[src/rtl/memo_recorder_if.sv]
// Miss/commit observation and memo-table insert channel for the memo recorder.
// master: core/table side; slave: the recorder.
interface memo_recorder_if;
    localparam int unsigned XLEN = 32;

    logic            miss_valid;
    logic [XLEN-1:0] miss_pc;
    logic [XLEN-1:0] miss_ra;
    logic [XLEN-1:0] miss_a0;
    logic [XLEN-1:0] miss_a1;

    logic            commit_valid;
    logic [XLEN-1:0] commit_next_pc;
    logic [XLEN-1:0] gpr_a0;
    logic [XLEN-1:0] gpr_a1;
    logic            impure;

    logic            ins_valid;
    logic            ins_ready;
    logic [XLEN-1:0] ins_pc;
    logic [XLEN-1:0] ins_key;
    logic [XLEN-1:0] ins_a0;
    logic [XLEN-1:0] ins_a1;
    logic [XLEN-1:0] ins_ret_pc;

    modport master (
        output miss_valid, miss_pc, miss_ra, miss_a0, miss_a1,
        output commit_valid, commit_next_pc, gpr_a0, gpr_a1, impure,
        output ins_ready,
        input  ins_valid, ins_pc, ins_key, ins_a0, ins_a1, ins_ret_pc
    );

    modport slave (
        input  miss_valid, miss_pc, miss_ra, miss_a0, miss_a1,
        input  commit_valid, commit_next_pc, gpr_a0, gpr_a1, impure,
        input  ins_ready,
        output ins_valid, ins_pc, ins_key, ins_a0, ins_a1, ins_ret_pc
    );
endinterface

[src/rtl/memo_recorder.sv]
// Records a pure function call from a memo-table miss to its return and
// issues one insert (pc, key, results, return pc) to the memo table.
module memo_recorder #(
    parameter int unsigned MAX_LEN = 256
) (
    input  logic               clk,
    input  logic               rst_n,
    input  logic               memo_enable,
    memo_recorder_if.slave     bus,
    output logic               busy,
    output logic [31:0]        dbg_rec_count,
    output logic [31:0]        dbg_abort_count
);
    localparam int unsigned LEN_W = $clog2(MAX_LEN + 1);

    typedef enum logic [1:0] {
        ST_IDLE   = 2'd0,
        ST_RECORD = 2'd1,
        ST_INSERT = 2'd2
    } state_e;

    state_e           state;
    state_e           state_next;
    logic [LEN_W-1:0] len_q;

    logic [LEN_W-1:0] len_inc_c;
    logic             start_c;
    logic             abort_c;
    logic             capture_c;
    logic             xfer_c;

    // State register
    always_ff @(posedge clk or negedge rst_n) begin
        if (!rst_n) begin
            state <= ST_IDLE;
        end else begin
            state <= state_next;
        end
    end

    // Event decode; an impure commit beats a return, a return beats the length limit
    always_comb begin
        len_inc_c = LEN_W'(len_q + LEN_W'(1));
        start_c   = 1'b0;
        abort_c   = 1'b0;
        capture_c = 1'b0;
        xfer_c    = 1'b0;
        case (state)
            ST_IDLE: begin
                start_c = bus.miss_valid && memo_enable;
            end
            ST_RECORD: begin
                if (!memo_enable) begin
                    abort_c = 1'b1;
                end else if (bus.commit_valid) begin
                    if (bus.impure) begin
                        abort_c = 1'b1;
                    end else if (bus.commit_next_pc == bus.ins_ret_pc) begin
                        capture_c = 1'b1;
                    end else if (len_inc_c == LEN_W'(MAX_LEN)) begin
                        abort_c = 1'b1;
                    end
                end
            end
            ST_INSERT: begin
                xfer_c = bus.ins_valid && bus.ins_ready;
            end
            default: ;
        endcase
    end

    // Next-state logic
    always_comb begin
        state_next = state;
        case (state)
            ST_IDLE:   if (start_c) state_next = ST_RECORD;
            ST_RECORD: begin
                if (abort_c)        state_next = ST_IDLE;
                else if (capture_c) state_next = ST_INSERT;
            end
            ST_INSERT: if (xfer_c)  state_next = ST_IDLE;
            default:                state_next = ST_IDLE;
        endcase
    end

    // Registered outputs and datapath; latched pc/key/ret live directly in the payload regs
    always_ff @(posedge clk or negedge rst_n) begin
        if (!rst_n) begin
            len_q           <= '0;
            busy            <= 1'b0;
            bus.ins_valid   <= 1'b0;
            bus.ins_pc      <= '0;
            bus.ins_key     <= '0;
            bus.ins_a0      <= '0;
            bus.ins_a1      <= '0;
            bus.ins_ret_pc  <= '0;
            dbg_rec_count   <= '0;
            dbg_abort_count <= '0;
        end else begin
            busy          <= (state_next != ST_IDLE);
            bus.ins_valid <= (state_next == ST_INSERT);
            if (start_c) begin
                bus.ins_pc     <= bus.miss_pc;
                bus.ins_ret_pc <= bus.miss_ra;
                bus.ins_key    <= bus.miss_ra ^ bus.miss_a0 ^ bus.miss_a1;
                len_q          <= '0;
            end
            if (state == ST_RECORD && bus.commit_valid) begin
                len_q <= len_inc_c;
            end
            if (capture_c) begin
                bus.ins_a0 <= bus.gpr_a0;
                bus.ins_a1 <= bus.gpr_a1;
            end
            if (xfer_c) begin
                dbg_rec_count <= dbg_rec_count + 32'd1;
            end
            if (abort_c) begin
                dbg_abort_count <= dbg_abort_count + 32'd1;
            end
        end
    end
endmodule

[src/flat_wrapper.sv]
// flat-port wrapper written by rule: the top's interface ports become plain ports
module memo_recorder_flat 
#(
    parameter int unsigned MAX_LEN = 256
)
  (clk, rst_n, memo_enable, busy, dbg_rec_count, dbg_abort_count, bus_miss_valid, bus_miss_pc, bus_miss_ra, bus_miss_a0, bus_miss_a1, bus_commit_valid, bus_commit_next_pc, bus_gpr_a0, bus_gpr_a1, bus_impure, bus_ins_ready, bus_ins_valid, bus_ins_pc, bus_ins_key, bus_ins_a0, bus_ins_a1, bus_ins_ret_pc);
  memo_recorder_if bus_i ();
  input  logic clk;
  input  logic rst_n;
  input  logic memo_enable;
  output logic busy;
  output logic [31:0] dbg_rec_count;
  output logic [31:0] dbg_abort_count;
  input wire logic [$bits(bus_i.miss_valid)-1:0] bus_miss_valid;
  input wire logic [$bits(bus_i.miss_pc)-1:0] bus_miss_pc;
  input wire logic [$bits(bus_i.miss_ra)-1:0] bus_miss_ra;
  input wire logic [$bits(bus_i.miss_a0)-1:0] bus_miss_a0;
  input wire logic [$bits(bus_i.miss_a1)-1:0] bus_miss_a1;
  input wire logic [$bits(bus_i.commit_valid)-1:0] bus_commit_valid;
  input wire logic [$bits(bus_i.commit_next_pc)-1:0] bus_commit_next_pc;
  input wire logic [$bits(bus_i.gpr_a0)-1:0] bus_gpr_a0;
  input wire logic [$bits(bus_i.gpr_a1)-1:0] bus_gpr_a1;
  input wire logic [$bits(bus_i.impure)-1:0] bus_impure;
  input wire logic [$bits(bus_i.ins_ready)-1:0] bus_ins_ready;
  output wire logic [$bits(bus_i.ins_valid)-1:0] bus_ins_valid;
  output wire logic [$bits(bus_i.ins_pc)-1:0] bus_ins_pc;
  output wire logic [$bits(bus_i.ins_key)-1:0] bus_ins_key;
  output wire logic [$bits(bus_i.ins_a0)-1:0] bus_ins_a0;
  output wire logic [$bits(bus_i.ins_a1)-1:0] bus_ins_a1;
  output wire logic [$bits(bus_i.ins_ret_pc)-1:0] bus_ins_ret_pc;
  assign bus_i.miss_valid = bus_miss_valid;
  assign bus_i.miss_pc = bus_miss_pc;
  assign bus_i.miss_ra = bus_miss_ra;
  assign bus_i.miss_a0 = bus_miss_a0;
  assign bus_i.miss_a1 = bus_miss_a1;
  assign bus_i.commit_valid = bus_commit_valid;
  assign bus_i.commit_next_pc = bus_commit_next_pc;
  assign bus_i.gpr_a0 = bus_gpr_a0;
  assign bus_i.gpr_a1 = bus_gpr_a1;
  assign bus_i.impure = bus_impure;
  assign bus_i.ins_ready = bus_ins_ready;
  assign bus_ins_valid = bus_i.ins_valid;
  assign bus_ins_pc = bus_i.ins_pc;
  assign bus_ins_key = bus_i.ins_key;
  assign bus_ins_a0 = bus_i.ins_a0;
  assign bus_ins_a1 = bus_i.ins_a1;
  assign bus_ins_ret_pc = bus_i.ins_ret_pc;
  memo_recorder #(.MAX_LEN(MAX_LEN)) u_core (.clk(clk), .rst_n(rst_n), .memo_enable(memo_enable), .bus(bus_i), .busy(busy), .dbg_rec_count(dbg_rec_count), .dbg_abort_count(dbg_abort_count));
endmodule
[config.mk]
export PLATFORM = sky130hd
export DESIGN_NAME = memo_recorder_flat
export DESIGN_NICKNAME = d
export VERILOG_FILES = /design/src/rtl/memo_recorder_if.sv /design/src/rtl/memo_recorder.sv /design/src/flat_wrapper.sv
export SDC_FILE = /design/constraint.sdc
export NUM_CORES = 1
export LEC_CHECK = 0
export CAP_MARGIN = 25
export CORE_MARGIN = 2
export CORE_UTILIZATION = 35
export CTS_CLUSTER_SIZE = 10
export DETAILED_ROUTE_END_ITERATION = 8
export PLACE_DENSITY = 0.68
export SETUP_SLACK_MARGIN = 0.1
export SLEW_MARGIN = 30
export SYNTH_ARGS = -nofsm -noshare
export SYNTH_HDL_FRONTEND = slang
export SYNTH_SLANG_ARGS = --single-unit
[constraint.sdc]
create_clock -name clk -period 2.4 [get_ports clk]
set_input_delay 0.6 -clock clk [delete_from_list [all_inputs] [get_ports clk]]
set_output_delay 0.6 -clock clk [all_outputs]
set_load 0.05 [all_outputs]
; Word-level counts from Yosys, hierarchy flattened
; Index checks and enable logic that the tools add are counted.
[totals]
regBits = 237
inputBits = 231
out_inout_bits = 226
word_cells = 47
[classes]
add_sub_neg = 3
eq_ne = 5
n_mux = 20
n_bitwise = 2
n_reduce_logical = 6
[ops]
columns = operator, n
row1 = $add A32 B1 Y32 const B, 2
row2 = $xor A32 B32 Y32, 2
row3 = $eq A32 B32 Y1, 1
row4 = $mux W9, 2
row5 = $mux W1, 13
row6 = $add A9 B1 Y9 const B, 1
row7 = $eq A9 B9 Y1 const B, 1
row8 = $mux W2, 4
row9 = $pmux W2 S3, 1
row10 = $eq A2 B2 Y1 const B, 2
row11 = $reduce_bool A2 Y1, 2
row12 = $logic_and A1 B1 Y1, 3
row13 = $eq A2 B1 Y1 const B, 1
row14 = $logic_not A2 Y1, 1

; Depth between registers and ports, before layout
[logic_depth]
word_depth = 11
depth_mapped = 8
ltp_nobuf = 7

; Least setup slack after synthesis
; No wires, ideal clock.
[synth_timing]
path_kind = register to register
from = register u_core.bus.ins_ret_pc[17]
to = register u_core.bus.ins_a0[0]
setup_ps = 125
arrival_time_ps = 2301
required_ps = 2275
slack_ps = -27
path_stages_with_launch = 8
n_path_buf = 2
synth_period_minus_slack_ps = 2427
cell_sequence = dfrtp_1 xor2_1 or4b_1 nor3_2 nand4_1 buf_4 buf_6 mux2_4
[synth_between]
elab_chain_cells = 6
[synth_rtl]
columns = item, line
row1 = "start, declared", memo_recorder_if.sv:37  ; output ins_valid, ins_pc, ins_key, ins_a0, ins_a1, ins_ret_pc
row2 = "start signal, assigned", memo_recorder.sv:104  ; bus.ins_ret_pc <= bus.miss_ra;
row3 = $eq A32 B32 Y1, memo_recorder.sv:58  ; end else if (bus.commit_next_pc == bus.ins_ret_pc) begin
row4 = $mux W1, memo_recorder.sv:58
row5 = $mux W1, memo_recorder.sv:56  ; if (bus.impure) begin
row6 = $mux W1, memo_recorder.sv:55  ; end else if (bus.commit_valid) begin
row7 = $mux W1, memo_recorder.sv:53  ; if (!memo_enable) begin
row8 = $mux W1, memo_recorder.sv:48  ; case (state)
row9 = "end signal, assigned", memo_recorder.sv:112  ; bus.ins_a0 <= bus.gpr_a0;
row10 = "end, declared", memo_recorder_if.sv:37
; No other way between the ends.
; A chain may end at the register's enable or synchronous reset.

; Worst setup path after layout
[layout_timing]
from = input port bus_commit_next_pc[17]
to = register u_core.bus.ins_a1[12]
[layout_between]
elab_chain_cells = 6
[layout_rtl]
columns = item, line
row1 = "start, declared", flat_wrapper.sv:20  ; input wire logic [$bits(bus_i.commit_next_pc)-1:0] bus_commit_next_pc;
row2 = $eq A32 B32 Y1, memo_recorder.sv:58
row3 = $mux W1, memo_recorder.sv:58
row4 = $mux W1, memo_recorder.sv:56
row5 = $mux W1, memo_recorder.sv:55
row6 = $mux W1, memo_recorder.sv:53
row7 = $mux W1, memo_recorder.sv:48
row8 = "end signal, assigned", memo_recorder.sv:113  ; bus.ins_a1 <= bus.gpr_a1;
row9 = "end, declared", memo_recorder_if.sv:37
; No other way between the ends.

==> impl_metrics.ini <==
[cells_and_area]
area_delta_synth_final_pct = 58.2
nets = 1601
finish.utilization = 0.564
layout-drive-gt1-share = 0.188
fillerInstances = 2606

[pwr]
p_clk_frac = 0.292
switching_share = 0.373
sequentialPowerShare = 0.375
intPower_mw = 8.30
p_leak_nw = 8.26
irDropWorstVdd_uv = 579
power_mw = 13.2
pwr-share-comb = 0.333
switchingPower_mw = 4.93
p_per_area_mw_per_mm2 = 787

[synth]
synth_common_cells = dfrtp_1, mux2_2, xor2_1
synth_cell_type_count = 48
synth_largest_area_cell = dfrtp_1
synth.net_count = 1083
syn_avg_cell_area_um2 = 12.5
netlist_area_mm2 = 0.0106
synth-edff-count = 0
synthMostInstantiatedCell = dfrtp_1
ys.flop_type = dfrtp_1
synthArstFlopShare = 1.00
yosys.area.top_type_share = 0.558
yosys_warnings = 0
synth_cells = 848
ys_top_cells_by_area = dfrtp_1, mux2_2, xor2_1, xnor2_1, mux2_4
ys_seq_area_frac = 0.558
ys_ff_latch = 237

[floorplanning]
die_area_mm2 = 0.0318
num_rows = 63
core_mm2 = 0.0298
pin_count = 457
die_y_um = 178
initial_core_util = 0.357
die_w_um = 178

[worst_setup_path]
crit_fanout = 10
crit_type = input port to flip-flop
crit_arrival_ns = 2.74
end_kind = flip-flop
critical_path_required_ns = 2.82
crit_path_start_kind = input port

[global_route]
grt.total_usage = 0.210
antenna_found_initial = 5
grt_pass1_vias = 8714
grt_max_degree = 61
grt_pass1_wl_mm = 50.9
overflow = 0

[sta]
min_period_ns = 2.32
setup_viol = 0
relSlewSlack = 0.610
timing.fmax_ghz = 0.431
fin_crit_sh = 0.966
fin_ws_ns = 0.0821
grt_setup_unrepaired = yes
maxSlewViolCount = 0
finClkSkew_ns = 0.0167
hold_viol = 0
worst_pin_slew_ns = 0.587

[outcome]
status = complete, no violations

[cts]
clock-sinks = 237
cts_tree = built
path_clk_slew_ns = 0.06
cts_made_buffers = 28
cts_max_path_buffers = 3
cts_htree_levels = 1
cts_root_buffer = clkbuf_16
clk_latency_ns = 0.54

[placed_design]
dpl.hpwl_mm = 27.5
place_congestion = 0.798
io_buffers = 456
pre_cts_ws_ns = -0.463

[worst_hold_path]
hp-class = flip-flop to flip-flop

[routing]
drc = 0
wl_mm = 34.6
drt-wirelength-per-cell_um = 19.6
via_per_inst = 4.76
drt-initial-drc-count = 402
ant_nets = 0
first_pass_iters = 4
vias = 8424

[run]
drv_cap = 0
## routing by layer
layer | global-route usage | wire [um] | vias to the layer above | part of all wire
li1 | - | - | 3985 | -
met1 | 0.261 | 14100 | 4117 | 0.41
met2 | 0.362 | 17400 | 269 | 0.50
met3 | 0.0539 | 2320 | 49 | 0.067
met4 | 0.0566 | 819 | 4 | 0.024
met5 | 0 | 23 | - | 0.00066
## cells by family (layout without fill, tap and decap cells)
| family | count (synthesis) | after routing | share of synthesized area |
|---|---|---|---|
| muxes | 131 | 131 | 0.148 |
| xor gates and xnor gates | 161 | 161 | 0.133 |
| buffers and inverters | 38 | 566 | 0.0171 |
| adders and majority gates | 4 | 4 | 0.00471 |
| and+or+nand+nor | 215 | 215 | 0.105 |
| AOI/OAI and AO/OA | 62 | 62 | 0.0338 |
| other | 0 | 4 | 0 |
| DFF | 237 | 237 | 0.558 |
## power groups by stage
stage                     sequential [mW]  clock [mW]  combinational, mW
final                                4.96        3.87               4.40
after global routing                 5.04        4.10               4.63
after CTS                            4.96        3.98               4.43
after detailed placement             5.03           0               4.77
after global placement               5.02           0               4.75
after floorplan                      6.80           0              0.866
## timing repair
item / 4_1_cts / 5_1_grt
buffers inserted: 0 / 0
endpoints found under the hold margin: 4 / 0
resized for setup: 217 / 18
cloned: 0 / 0
hold buffers: 1 / 0
pin swaps: 0 / 1
endpoints found under the setup margin: 218 / 93
## sequential cells by signal (all words and copies together), names as in the netlist
signal	flops
u_core.dbg_abort_count	32
u_core.busy	1
u_core.dbg_rec_count	32
u_core.bus.ins_valid	1
u_core.bus.ins_ret_pc	32
u_core.len_q	9
u_core.bus.ins_key	32
u_core.bus.ins_pc	32
u_core.bus.ins_a0	32
u_core.state	2
u_core.bus.ins_a1	32
## worst max-delay path, stage by stage
cell and delay [ns]:
clkdlybuf4s50_1 0.41, xor2_1 0.19, or4b_1 0.55, nor3_2 0.14
nand4_1 0.16, buf_12 0.20, buf_4 0.19, mux2_2 0.28
## per-stage QoR
step	hold slack (ns)	TNS, ns	std cells	area (um^2)
after detailed placement	0.471	-38.15	1725	16200
after floorplan	0.304	0	848	10600
after global routing	0.490	0	1769	16800
final	0.471	0	1770	16800
after global placement	0.458	-36.66	1725	16200
after CTS	0.478	0	1766	16700
## worst paths after layout
| path | startpoint | to | slack [ns] | cells after the start |
|---|---|---|---|---|
| max | bus_commit_next_pc[17] | u_core.bus.ins_a1[12]$_DFFE_PN0P_ | 0.08 | 8 |
| min | u_core.bus.ins_key[10]$_DFFE_PN0P_ | u_core.bus.ins_key[10]$_DFFE_PN0P_ | 0.47 | 2 |
| max reg2reg | u_core.bus.ins_ret_pc[17]$_DFFE_PN0P_ | u_core.bus.ins_a1[12]$_DFFE_PN0P_ | 0.13 | 7 |
| min reg2reg | u_core.bus.ins_key[10]$_DFFE_PN0P_ | u_core.bus.ins_key[10]$_DFFE_PN0P_ | 0.47 | 2 |
| max in group asynchronous | rst_n | u_core.bus.ins_a0[25]$_DFFE_PN0P_ | 1.10 | 3 |
| min in group asynchronous | rst_n | u_core.dbg_abort_count[27]$_DFFE_PN0P_ | 0.60 | 2 |
## cells in the final DEF (no fill, tap or decap), types with 2 or more instances in the layout
cell type	synthesis	final
dfrtp_1	237	231
clkdlybuf4s50_1	0	229
dlygate4sd2_1	0	216
xor2_1	103	103
mux2_2	103	103
nand2_1	70	70
xnor2_1	58	58
buf_4	1	54
o21ai_0	45	45
clkbuf_16	0	29
mux2_4	27	27
nor4_1	24	24
nand3_1	21	20
nand4_1	18	18
nor3_1	24	17
nor2_1	17	17
buf_12	0	14
and3_1	13	13
nor3_2	3	10
inv_1	7	7
clkbuf_1	15	7
and4_1	6	6
dfrtp_2	0	6
and2_1	5	5
diode_2	0	4
clkbuf_8	0	4
dlymetal6s2s_1	0	4
o31ai_1	3	3
ha_1	4	3
nand2b_1	2	2
nor2b_1	2	2
a21oi_1	2	2
o211ai_1	2	2
nand3b_1	2	2
nor3b_2	0	2
## area by class of cell
cell class	count	area (um^2)	share of cell area
antenna	4	10.0	0.000595
clock buffer	40	807	0.0480
inverter	7	26.3	0.00156
multi-input combinational	573	4600	0.273
sequential	237	5940	0.353
tap	390	488	0.0290
timing repair buffer	519	4940	0.294
No activity file was read; power rests on OpenSTA's default activity.
